===== config.mk =====
export PLATFORM = sky130hd
export DESIGN_NAME = uart_rx_core_flat
export DESIGN_NICKNAME = d
export VERILOG_FILES = /design/src/rtl/uart_rx_core_if.sv /design/src/rtl/uart_rx_core.sv /design/src/flat_wrapper.sv
export SDC_FILE = /design/constraint.sdc
export NUM_CORES = 1
export LEC_CHECK = 0
export CORE_UTILIZATION = 30
export DETAILED_ROUTE_END_ITERATION = 10
export MAX_ROUTING_LAYER = met4
export PLACE_DENSITY = 0.49
export RECOVER_POWER = 50
export SLEW_MARGIN = 25
export SYNTH_ARGS = -nofsm -noshare
export SYNTH_HDL_FRONTEND = slang
export SYNTH_SLANG_ARGS = --single-unit

===== constraint.sdc =====
create_clock -name clk -period 2.5 [get_ports clk]
set_clock_uncertainty 0.2 [all_clocks]
set_input_delay 0.25 -clock clk [delete_from_list [all_inputs] [get_ports clk]]
set_output_delay 0.25 -clock clk [all_outputs]
set_load 0.05 [all_outputs]

===== src/rtl/uart_rx_core_if.sv =====
// uart_rx_core_if: RX FIFO read port bundle.
// master drives rx_data/rx_valid/rx_count; slave drives rx_pop.
interface uart_rx_core_if #(
  parameter int FIFO_DEPTH = 4
);
  logic                          rx_pop;
  logic [7:0]                    rx_data;
  logic                          rx_valid;
  logic [$clog2(FIFO_DEPTH):0]   rx_count;

  modport master (
    input  rx_pop,
    output rx_data,
    output rx_valid,
    output rx_count
  );

  modport slave (
    output rx_pop,
    input  rx_data,
    input  rx_valid,
    input  rx_count
  );
endinterface


===== src/rtl/uart_rx_core.sv =====
// uart_rx_core: 8N1 receiver, 2-flop sync, mid-bit sampling, RX FIFO.
// Ports: clk, rst_n, baud_div, uart_rx, err_clr, rx_if(master), rx_busy, frame_err, overrun.
module uart_rx_core #(
  parameter int FIFO_DEPTH = 4
) (
  input  logic          clk,
  input  logic          rst_n,
  input  logic [15:0]   baud_div,
  input  logic          uart_rx,
  input  logic          err_clr,
  uart_rx_core_if.master rx_if,
  output logic          rx_busy,
  output logic          frame_err,
  output logic          overrun
);
  localparam int AW = $clog2(FIFO_DEPTH);
  localparam int CW = AW + 1;

  localparam logic [1:0] IDLE  = 2'd0;
  localparam logic [1:0] START = 2'd1;
  localparam logic [1:0] DATA  = 2'd2;
  localparam logic [1:0] STOP  = 2'd3;

  logic [1:0]    sync_q, sync_d;
  logic          dly_q, dly_d;
  logic [2:0]    arm_q, arm_d;
  logic [1:0]    st_q, st_d;
  logic [15:0]   cnt_q, cnt_d;
  logic [15:0]   div_q, div_d;
  logic [2:0]    idx_q, idx_d;
  logic [7:0]    sh_q, sh_d;
  logic          ok_q, ok_d;
  logic          bad_q, bad_d;
  logic          fe_q, fe_d;
  logic          ov_q, ov_d;
  logic [7:0]    mem_q [FIFO_DEPTH];
  logic [7:0]    mem_d [FIFO_DEPTH];
  logic [AW-1:0] wp_q, wp_d;
  logic [AW-1:0] rp_q, rp_d;
  logic [CW-1:0] occ_q, occ_d;

  logic          rx_s;
  logic          start_edge;
  logic [15:0]   div_eff;
  logic          pop;
  logic          full;
  logic          accept;

  assign rx_s    = sync_q[1];
  assign div_eff = (baud_div == 16'd0) ? 16'd1 : baud_div;

  // arm_q keeps the reset-forced 1s in the synchronizer from
  // looking like a start edge when the line is low at release.
  assign start_edge = arm_q[2] & dly_q & ~rx_s;

  always_comb begin
    sync_d = {sync_q[0], uart_rx};
    dly_d  = rx_s;
    arm_d  = {arm_q[1:0], 1'b1};
  end

  always_comb begin
    st_d  = st_q;
    cnt_d = cnt_q;
    div_d = div_q;
    idx_d = idx_q;
    sh_d  = sh_q;
    ok_d  = 1'b0;
    bad_d = 1'b0;
    unique case (st_q)
      IDLE: begin
        if (start_edge) begin
          div_d = div_eff;
          cnt_d = (div_eff - 16'd1) >> 1;
          st_d  = START;
        end
      end
      START: begin
        if (cnt_q != 16'd0) begin
          cnt_d = cnt_q - 16'd1;
        end else if (rx_s) begin
          st_d = IDLE;
        end else begin
          cnt_d = div_q - 16'd1;
          idx_d = 3'd0;
          st_d  = DATA;
        end
      end
      DATA: begin
        if (cnt_q != 16'd0) begin
          cnt_d = cnt_q - 16'd1;
        end else begin
          sh_d  = {rx_s, sh_q[7:1]};
          cnt_d = div_q - 16'd1;
          if (idx_q == 3'd7) st_d = STOP;
          else idx_d = idx_q + 3'd1;
        end
      end
      STOP: begin
        if (cnt_q != 16'd0) begin
          cnt_d = cnt_q - 16'd1;
        end else begin
          ok_d  = rx_s;
          bad_d = ~rx_s;
          st_d  = IDLE;
        end
      end
      default: st_d = IDLE;
    endcase
  end

  // Stop-bit result is registered; push/flags land one cycle later.
  assign pop    = rx_if.rx_pop & (occ_q != '0);
  assign full   = (occ_q == CW'(FIFO_DEPTH));
  assign accept = ok_q & (~full | pop);

  always_comb begin
    mem_d = mem_q;
    if (accept) mem_d[wp_q] = sh_q;
    wp_d  = wp_q + AW'(accept);
    rp_d  = rp_q + AW'(pop);
    occ_d = occ_q + CW'(accept) - CW'(pop);
    fe_d  = bad_q | (fe_q & ~err_clr);
    ov_d  = (ok_q & full & ~pop) | (ov_q & ~err_clr);
  end

  always_ff @(posedge clk or negedge rst_n) begin
    if (!rst_n) begin
      sync_q <= 2'b11;
      dly_q  <= 1'b1;
      arm_q  <= 3'b000;
      st_q   <= IDLE;
      cnt_q  <= 16'd0;
      div_q  <= 16'd1;
      idx_q  <= 3'd0;
      sh_q   <= 8'h00;
      ok_q   <= 1'b0;
      bad_q  <= 1'b0;
      fe_q   <= 1'b0;
      ov_q   <= 1'b0;
      wp_q   <= '0;
      rp_q   <= '0;
      occ_q  <= '0;
      for (int i = 0; i < FIFO_DEPTH; i++) mem_q[i] <= 8'h00;
    end else begin
      sync_q <= sync_d;
      dly_q  <= dly_d;
      arm_q  <= arm_d;
      st_q   <= st_d;
      cnt_q  <= cnt_d;
      div_q  <= div_d;
      idx_q  <= idx_d;
      sh_q   <= sh_d;
      ok_q   <= ok_d;
      bad_q  <= bad_d;
      fe_q   <= fe_d;
      ov_q   <= ov_d;
      wp_q   <= wp_d;
      rp_q   <= rp_d;
      occ_q  <= occ_d;
      mem_q  <= mem_d;
    end
  end

  assign rx_if.rx_valid = (occ_q != '0);
  assign rx_if.rx_data  = (occ_q != '0) ? mem_q[rp_q] : 8'h00;
  assign rx_if.rx_count = occ_q;
  assign rx_busy        = (st_q != IDLE);
  assign frame_err      = fe_q;
  assign overrun        = ov_q;
endmodule


===== src/flat_wrapper.sv =====
// flat-port wrapper written by rule: the top's interface ports become plain ports
module uart_rx_core_flat 
#(
  parameter int FIFO_DEPTH = 4
)
  (clk, rst_n, baud_div, uart_rx, err_clr, rx_busy, frame_err, overrun, rx_if_rx_pop, rx_if_rx_data, rx_if_rx_valid, rx_if_rx_count);
  uart_rx_core_if #(.FIFO_DEPTH(FIFO_DEPTH)) rx_if_i ();
  input  logic clk;
  input  logic rst_n;
  input  logic [15:0] baud_div;
  input  logic uart_rx;
  input  logic err_clr;
  output logic rx_busy;
  output logic frame_err;
  output logic overrun;
  input wire logic [$bits(rx_if_i.rx_pop)-1:0] rx_if_rx_pop;
  output wire logic [$bits(rx_if_i.rx_data)-1:0] rx_if_rx_data;
  output wire logic [$bits(rx_if_i.rx_valid)-1:0] rx_if_rx_valid;
  output wire logic [$bits(rx_if_i.rx_count)-1:0] rx_if_rx_count;
  assign rx_if_i.rx_pop = rx_if_rx_pop;
  assign rx_if_rx_data = rx_if_i.rx_data;
  assign rx_if_rx_valid = rx_if_i.rx_valid;
  assign rx_if_rx_count = rx_if_i.rx_count;
  uart_rx_core #(.FIFO_DEPTH(FIFO_DEPTH)) u_core (.clk(clk), .rst_n(rst_n), .baud_div(baud_div), .uart_rx(uart_rx), .err_clr(err_clr), .rx_if(rx_if_i), .rx_busy(rx_busy), .frame_err(frame_err), .overrun(overrun));
endmodule

### Yosys cells after proc, flatten, opt, wreduce, memory -nomap -nowiden

Cells that the tools add are included.

* $add $sub $neg: 8
* magnitude comparators: 3
* equality and inequality tests: 14
* mux-type cells: 30
* bitwise gates (word level): 18
* reduce and logical (&&, ||, !) cells: 12

Operator list (number)
* $mux 16: 6
* $pmux 16 s4: 1
* $sub 16x1->16 const B: 3
* $bwmux 32: 1
* $mux 8: 4
* $bmux 8 s2: 1
* $demux 8 s2: 1
* $logic_not 16->1: 1
* $reduce_bool 16->1: 1
* $mux 2: 6
* $mux 3: 4
* $ne 2x2->1 const B: 5
* $reduce_and 5->1: 2
* $and 1x1->1: 8
* $pmux 2 s4: 1
* $eq 3x3->1 const B: 2
* $ge 3x3->1 const B: 2
* $ne 2x1->1 const B: 3
* $not 2->3: 2
* $pmux 3 s2: 1
* $not 1->1: 5
* $add 2x1->2: 2
* $eq 2x2->1 const B: 2
* $mux 1: 4
* other kinds (13): 17

* register bits: 94
* output and inout bits: 15

### Depth between registers and ports, before layout

Gate-level depths: netlist (run 1).

* word-level depth: 6
* depth in mapped cells: 11
* depth with buffers taken out: 10

### Least setup slack after synthesis (run 1)

Ideal clock, no wire load.

* path type: input port to flip-flop
* start: in baud_div[12]
* end: reg u_core.cnt_q[11]
* arrival time: 2.612 ns
* slack: -0.434 ns
* stages on the path: 11
* path through: or4_1 -> nor4_2 -> a21oi_1 -> ha_1 -> or4b_1 -> clkbuf_1 -> nor3_1 -> xnor2_1 -> nand2_1 -> a31o_2 -> a32o_1

* cells in the longest elaborated chain, start to end: 5

RTL lines
* start, declared: line flat_wrapper.sv:10 `input logic [15:0] baud_div;`
* $logic_not 16->1: line uart_rx_core.sv:50 `assign div_eff = (baud_div == 16'd0) ? 16'd1 : baud_div;`
* $mux 16 (*): line uart_rx_core.sv:50
* $sub 16x1->16 (*): line uart_rx_core.sv:74 `cnt_d = (div_eff - 16'd1) >> 1;`
* $mux 16 (*): line uart_rx_core.sv:72 `if (start_edge) begin`
* $pmux 16 s4 (*): line uart_rx_core.sv:70 `unique case (st_q)`
* end signal, assigned: line uart_rx_core.sv:150 `cnt_q <= cnt_d;`
* end, declared: line uart_rx_core.sv:28 `logic [15:0] cnt_q, cnt_d;`

Mark *: on every way between the ends. The rest lies on a longest branch, timed or not. The select of a mux whose other input is x is not followed.
A chain may end at the register's enable or synchronous reset.

### Worst setup path in the final report (run 1)

* start: reg u_core.cnt_q[0]
* end: reg u_core.cnt_q[7]

* cells in the longest elaborated chain, start to end: 3

RTL lines
* $sub 16x1->16 or $reduce_bool 16->1 (tied branches)
* $mux 16 (tied with other cells): line uart_rx_core.sv:100 `if (cnt_q != 16'd0) begin`
* $pmux 16 s4 or $reduce_and 3->1 (tied branches)

Parallel ways exist; a longest one is shown, timed or not. The select of a mux whose other input is x is not followed.

==> results_dict.tcl, run 1 <==
set metrics [dict create \
    worst_pin_slew_ns 1.31 \
    synth_fp_nets 500 \
    worstReg2RegStart "u_core.cnt_q[0]" \
    synth-async-reset-ratio_pct 100 \
    port_buffers 35 \
    ys_warn_count 0 \
    status "completed" \
    wl_um 12800 \
    synth-compound-area-share_pct 11.7 \
    slew_headroom_pct 12.6 \
    hold_class "in2reg" \
    ys.flop_type "dfrtp_1" \
    finalHoldViolations 0 \
    place_area_mm2 0.00621 \
    synth-seq-cells 94 \
    final_util_pct 39.6 \
    antenna_found_initial 0 \
    n_antenna_cell 0 \
    cts_max_path_buffers 2 \
    worstSetupPathType "reg2reg" \
    syn_area_mm2 0.00521 \
    ant_nets 0 \
    worstHoldStart "baud_div[15]" \
    grt.overflow.total 0 \
    p_leak_uw 0.00296 \
    die_y_um 134 \
    min_period_over_period_pct 98.2 \
    h-tree-depth 3 \
    syn_inst 465 \
    ir_drop_mv 0.526 \
    holdPathStages 3 \
    num_rows 47 \
    dp_hpwl_um 9340 \
    start_util_pct 31.1 \
    grt_max_degree 53 \
    cp.arrival_ns 2.50 \
    synth_adder_area_share_pct 3.50 \
    cts_made_buffers 9 \
    synth_cell_types 71 \
    core_area_mm2 0.0168 \
    synth_top_family_by_area "simple AND/OR/NAND/NOR gates" \
    whs_endpoint "u_core.div_q[15]" \
    io_pins 36 \
    grt_pass1_vias 4010 \
    fmax_ghz 0.407 \
    synth_top_cell_area_share_pct 43.2 \
    drc_errors 0 \
    endpoint_kind "register" \
    layout.nets 589 \
    finalInstanceArea_mm2 0.00664 \
    grt_pass1_wl_um 20900 \
    power.total_uw 6770 \
    clock-root-buffer "clkbuf_16" \
    fin_crit_ns 2.46 \
    setup_violations 0 \
    track_usage_pct 15.5 \
    wire_per_inst_um 16.4 \
    critPathLaunchType "register" \
    r2r_setup_slack_ns 0.04 \
    slew_violations 0 \
    yosys.area.top_type "dfrtp_1" \
    rr_endpoint "u_core.cnt_q[7]" \
    cap_violations 0 \
    yosys-mux-area-fraction_pct 15.1 \
    layout_common_cells "87 x dfrtp_1, 65 x buf_4, 46 x mux2_2" \
    dieArea_mm2 0.0179 \
    synth_xor_area_share_pct 5.04 \
    gp_congestion 0.880 \
    synth_simple_gate_area_share_pct 16.1 \
    firstDrtPassIters 4 \
    synth_edf_count 0 \
    clkLatencyLatePin_ns 0.36 \
    cts.clk_slew.worst_paths_ns 0.08 \
    viasPerCell 5.08 \
    synth_area_leaders "dfrtp_1 43%, mux2_2 9.9%, mux4_2 3.5%" \
    power.density_mw_per_mm2 1020 \
    crit_fanout 4 \
    cts_sinks 94 \
    cp.required_ns 2.55 \
    die_width_um 134 \
    vias 3956 \
    syn2layout_area_growth_pct 27.3 \
    final_common_cell "dfrtp_1" \
    reg2reg_depth 7 \
    cts_tree "yes" \
    drive_gt1_share_pct 35.4 \
    seq_area_frac_synth_pct 45.2 \
    syn_avg_cell_area_um2 11.2 \
    dr.first_iter.drc_count 220 \
]
## synthesized netlist by cell type, drive strengths merged, types with 6 or more instances
library cell,count
nor3,13
dfrtp,90
xnor2,19
nand3,6
mux4,8
clkbuf,10
buf,8
or3,7
inv,19
ha,13
o21ai,32
mux2,54
nor4,13
nor2,20
or4,11
xor2,11
a21oi,25
nand2,31
nor2b,10
## cells by family (layout without fill, tap and decap cells)
family,after synthesis,in the layout
fa+ha+maj,14,14
buf+inv,37,131
xor+xnor,30,30
flops,94,94
other cells,1,1
simple gates,135,135
mux,62,62
compound gates,92,92
## worst max path at each step
stage | from | endpoint | slack (ns) | cells after the start
6_report | u_core.cnt_q[0] | u_core.cnt_q[7] | 0.04 | 7
3_5_place_dp | baud_div[15] | u_core.cnt_q[11] | -0.63 | 11
4_1_cts | u_core.div_q[5] | u_core.cnt_q[12] | 0.0002 | 7
2_1_floorplan | baud_div[12] | u_core.cnt_q[11] | -0.22 | 11
3_3_place_gp | baud_div[15] | u_core.cnt_q[11] | -0.57 | 11
5_1_grt | u_core.cnt_q[0] | u_core.cnt_q[7] | -0.04 | 7
## layer usage
metal,routed length [um],vias to the layer above,global-route usage (%)
met5,0,-,-
met4,227,0,5.87
met3,393,19,2.38
met2,6230,74,25.0
met1,5910,1975,19.6
li1,-,1888,-
## repair_timing
| action | CTS | global route |
|---|---|---|
| resized for setup | 17 | 36 |
| setup buffers | 0 | 2 |
| pin swaps | 9 | 13 |
| setup endpoints to repair | 9 | 23 |
| endpoints found under the hold margin | 51 | 0 |
| hold buffers | 1 | 0 |
## cell type report
type / instances / area, um^2
clock buffer: 9 / 225
clock inverter: 7 / 70.1
fill: 1634 / 10100
inverter: 19 / 71.3
multi-input combinational: 334 / 2840
sequential: 94 / 2360
tap: 220 / 275
timing repair buffer: 96 / 798
## where the power goes
group / internal (uW) / total [uW] / switching, uW
combinational: 1370 / 3050 / 1680
clock: 705 / 1380 / 674
sequential: 1860 / 2340 / 484
## state kept, by name, summed over array words and instances, names as in the netlist, 2 cells and up, named ones only
signal,flops
u_core.cnt_q,16
u_core.wp_q,2
u_core.sync_q,2
u_core.rx_if.rx_count,3
u_core.sh_q,8
u_core.rp_q,2
u_core.arm_q,3
u_core.mem_q,32
u_core.idx_q,3
u_core.div_q,16
## critical path, stage by stage (launching register included)
cell and delay (ns):
dfrtp_1 0.40, buf_4 0.16, or4_4 0.56, nor4_4 0.27
xnor2_1 0.17, a21oi_2 0.06, or3_1 0.35, a22o_1 0.18
## per-stage QoR
stage               TNS, ns  std cells  setup WS, ns  hold slack, ns
floorplan            -0.271        465        -0.217          -0.246
global placement      -4.43        760        -0.571           0.133
detailed placement    -4.94        760        -0.630           0.135
CTS                       0        777      0.000197          0.0979
global route         -0.100        779       -0.0372          0.0843
finish                    0        779        0.0449          0.0712
(Power assumes the default switching activity.)
==> run 2, diff against run 1 <==
Settings changed: RECOVER_POWER 50 to 100.
==> run 2 against run 1 <==
Via count rose by 1.4%. Sequential power barely moved. Maximum frequency fell by 0.25%. Power fell by 0.45%. Critical path depth did not move. First-iteration DRC count rose by 2.3%. Worst setup slack got worse by 0.0063 ns. Critical endpoint unchanged. Largest cell class unchanged.
==> results_dict.tcl, run 2 (synthesis gave the netlist of run 1 again) <==
set metrics [dict create \
    min_period_over_period_pct 98.5 \
    cts_max_path_buffers 2 \
    h-tree-depth 3 \
    setup_violations 0 \
    layout_common_cells "87 x dfrtp_1, 50 x buf_4, 46 x mux2_2" \
    cp_slowest_stage_delay_ns 0.56 \
    gp_congestion 0.880 \
    pwr-share-comb_pct 44.8 \
    wl_um 12800 \
    io_pins 36 \
    fin_cells 779 \
    place_inst 760 \
    power.total_uw 6740 \
    clock-root-buffer "clkbuf_16" \
    p_sw_uw 2850 \
    die_width_um 134 \
    grt_pass1_vias 4010 \
    cap_violations 0 \
    start_util_pct 31.1 \
    cts_tree "yes" \
    status "completed" \
    wire_per_inst_um 16.5 \
    dieArea_mm2 0.0179 \
    power.density_mw_per_mm2 1030 \
    dp_hpwl_um 9340 \
    cts_sinks 94 \
    cts_made_buffers 9 \
    worstHoldStart "baud_div[15]" \
    n_antenna_cell 0 \
    fmax_ghz 0.406 \
    grt_max_degree 53 \
    startpoint "u_core.cnt_q[0]" \
    multi_input_area_mm2 0.00283 \
    slew_headroom_pct 11.4 \
    num_rows 47 \
    nFillCells 1648 \
    track_usage_pct 15.5 \
    critPathBufInv 1 \
    finalHoldViolations 0 \
    cts.clk_slew.worst_paths_ns 0.08 \
    top_register "u_core.mem_q" \
    die_y_um 134 \
    critPathLaunchType "register" \
    worstPathCellList "buf_4 -> or4_4 -> nor4_4 -> xnor2_1 -> a21oi_2 -> or3_1 -> a22o_1" \
    worstReg2RegStart "u_core.cnt_q[0]" \
    cp.required_ns 2.55 \
    fin_tns_setup_ns 0 \
    largest_reg_flops 32 \
    drc_errors 0 \
    port_buffers 35 \
    antenna_found_initial 0 \
    crit_fanout 4 \
    crit_family "simple AND/OR/NAND/NOR gates" \
    grt_pass1_wl_um 20900 \
    pwr-share-clk_pct 20.5 \
    register_area_mm2 0.00236 \
    core_area_mm2 0.0168 \
    top_regs "u_core.mem_q: 32 flops, u_core.cnt_q: 16 flops, u_core.div_q: 16 flops" \
    clkLatencyLatePin_ns 0.36 \
    setup_ws_ns 0.0387 \
    grt.overflow.total 0 \
    ant_nets 0 \
    firstDrtPassIters 5 \
    worst_pin_slew_ns 1.33 \
    slowest_stage "or4_4" \
    pre_cts_slack_ns -0.630 \
    drive_gt1_share_pct 35.1 \
    fin_crit_ns 2.46 \
    p_int_uw 3890 \
    slew_violations 0 \
    endpoint_kind "register" \
    vias 4011 \
    cp.arrival_ns 2.51 \
    ir_drop_mv 0.504 \
    final_common_cell "dfrtp_1" \
    worstSetupPathType "reg2reg" \
    layout.nets 589 \
    p_leak_uw 0.00294 \
    syn2layout_area_growth_pct 26.1 \
    hold_class "in2reg" \
    p_seq_share_pct 34.7 \
    dr.first_iter.drc_count 225 \
    switching_share_pct 42.2 \
    viasPerCell 5.15 \
]
-- run 2: cell types whose count changed in the layout (fill, tap and decap cells not counted), sizes merged --
cell           delta
buf              -16
clkbuf           +17
clkdlybuf4s50     -5
dlygate4sd3       +5
dlymetal6s2s      -1
-- run 2: stage by stage --
stage | cell area, um^2 | util (%) | hold WS (ns)
3_3_place_gp | 6210 | 37.0 | 0.133
5_1_grt | 6580 | 39.2 | 0.0843
2_1_floorplan | 5270 | - | -0.246
4_1_cts | 6530 | 39.0 | 0.0979
3_5_place_dp | 6210 | 37.0 | 0.135
6_report | 6580 | 39.2 | 0.0726
-- run 2: worst paths after layout --
check | slack (ns) | to | cells after the start
worst min register to register | 0.15 | u_core.arm_q[1] | 0
min in group asynchronous | 0.53 | u_core.rx_if.rx_count[2] | 2
worst max register to register | 0.04 | u_core.cnt_q[7] | 7
worst max-delay path | 0.04 | u_core.cnt_q[7] | 7
max in group asynchronous | 0.65 | u_core.dly_q | 3
worst min-delay path | 0.07 | u_core.div_q[15] | 3
-- run 2: final cells by class --
class / instances / area share (%)
Clock buffer: 9 / 3.43
Tap cell: 220 / 4.19
Sequential cell: 94 / 35.9
Inverter: 19 / 1.08
Multi-Input combinational cell: 334 / 43.0
Timing Repair Buffer: 96 / 11.3
Clock inverter: 7 / 1.07
-- run 2: layer usage --
| layer | up-vias | GRT usage (%) | share of wire (%) |
|---|---|---|---|
| li1 | 1890 | - | - |
| met4 | 0 | 5.87 | 1.8 |
| met2 | 98 | 25.0 | 49 |
| met5 | - | - | 0 |
| met1 | 2003 | 19.6 | 46 |
| met3 | 20 | 2.38 | 3.4 |
-- run 2: tightest hold or removal path, delay by kind of cell --
kind	cells	cell delay (ns)
buffers and inverters	2	0.21
multiplexers	1	0.13
-- run 2: power by group through the flow --
stage	sequential, uW	combinational, uW	clock, uW
after floorplan	2280	1960	0
after global routing	2400	3260	1490
after detailed placement	2340	2940	0
after CTS	2320	2940	1420
after global placement	2330	2910	0
final	2340	3020	1380
-- run 2: timing repair --
action,CTS,global route
hold endpoints to repair,51,0
gates cloned,0,0
gates resized for setup,17,36
buffers inserted,0,2
pin swaps,9,13
hold buffers,1,0
endpoints found under the setup margin,9,23
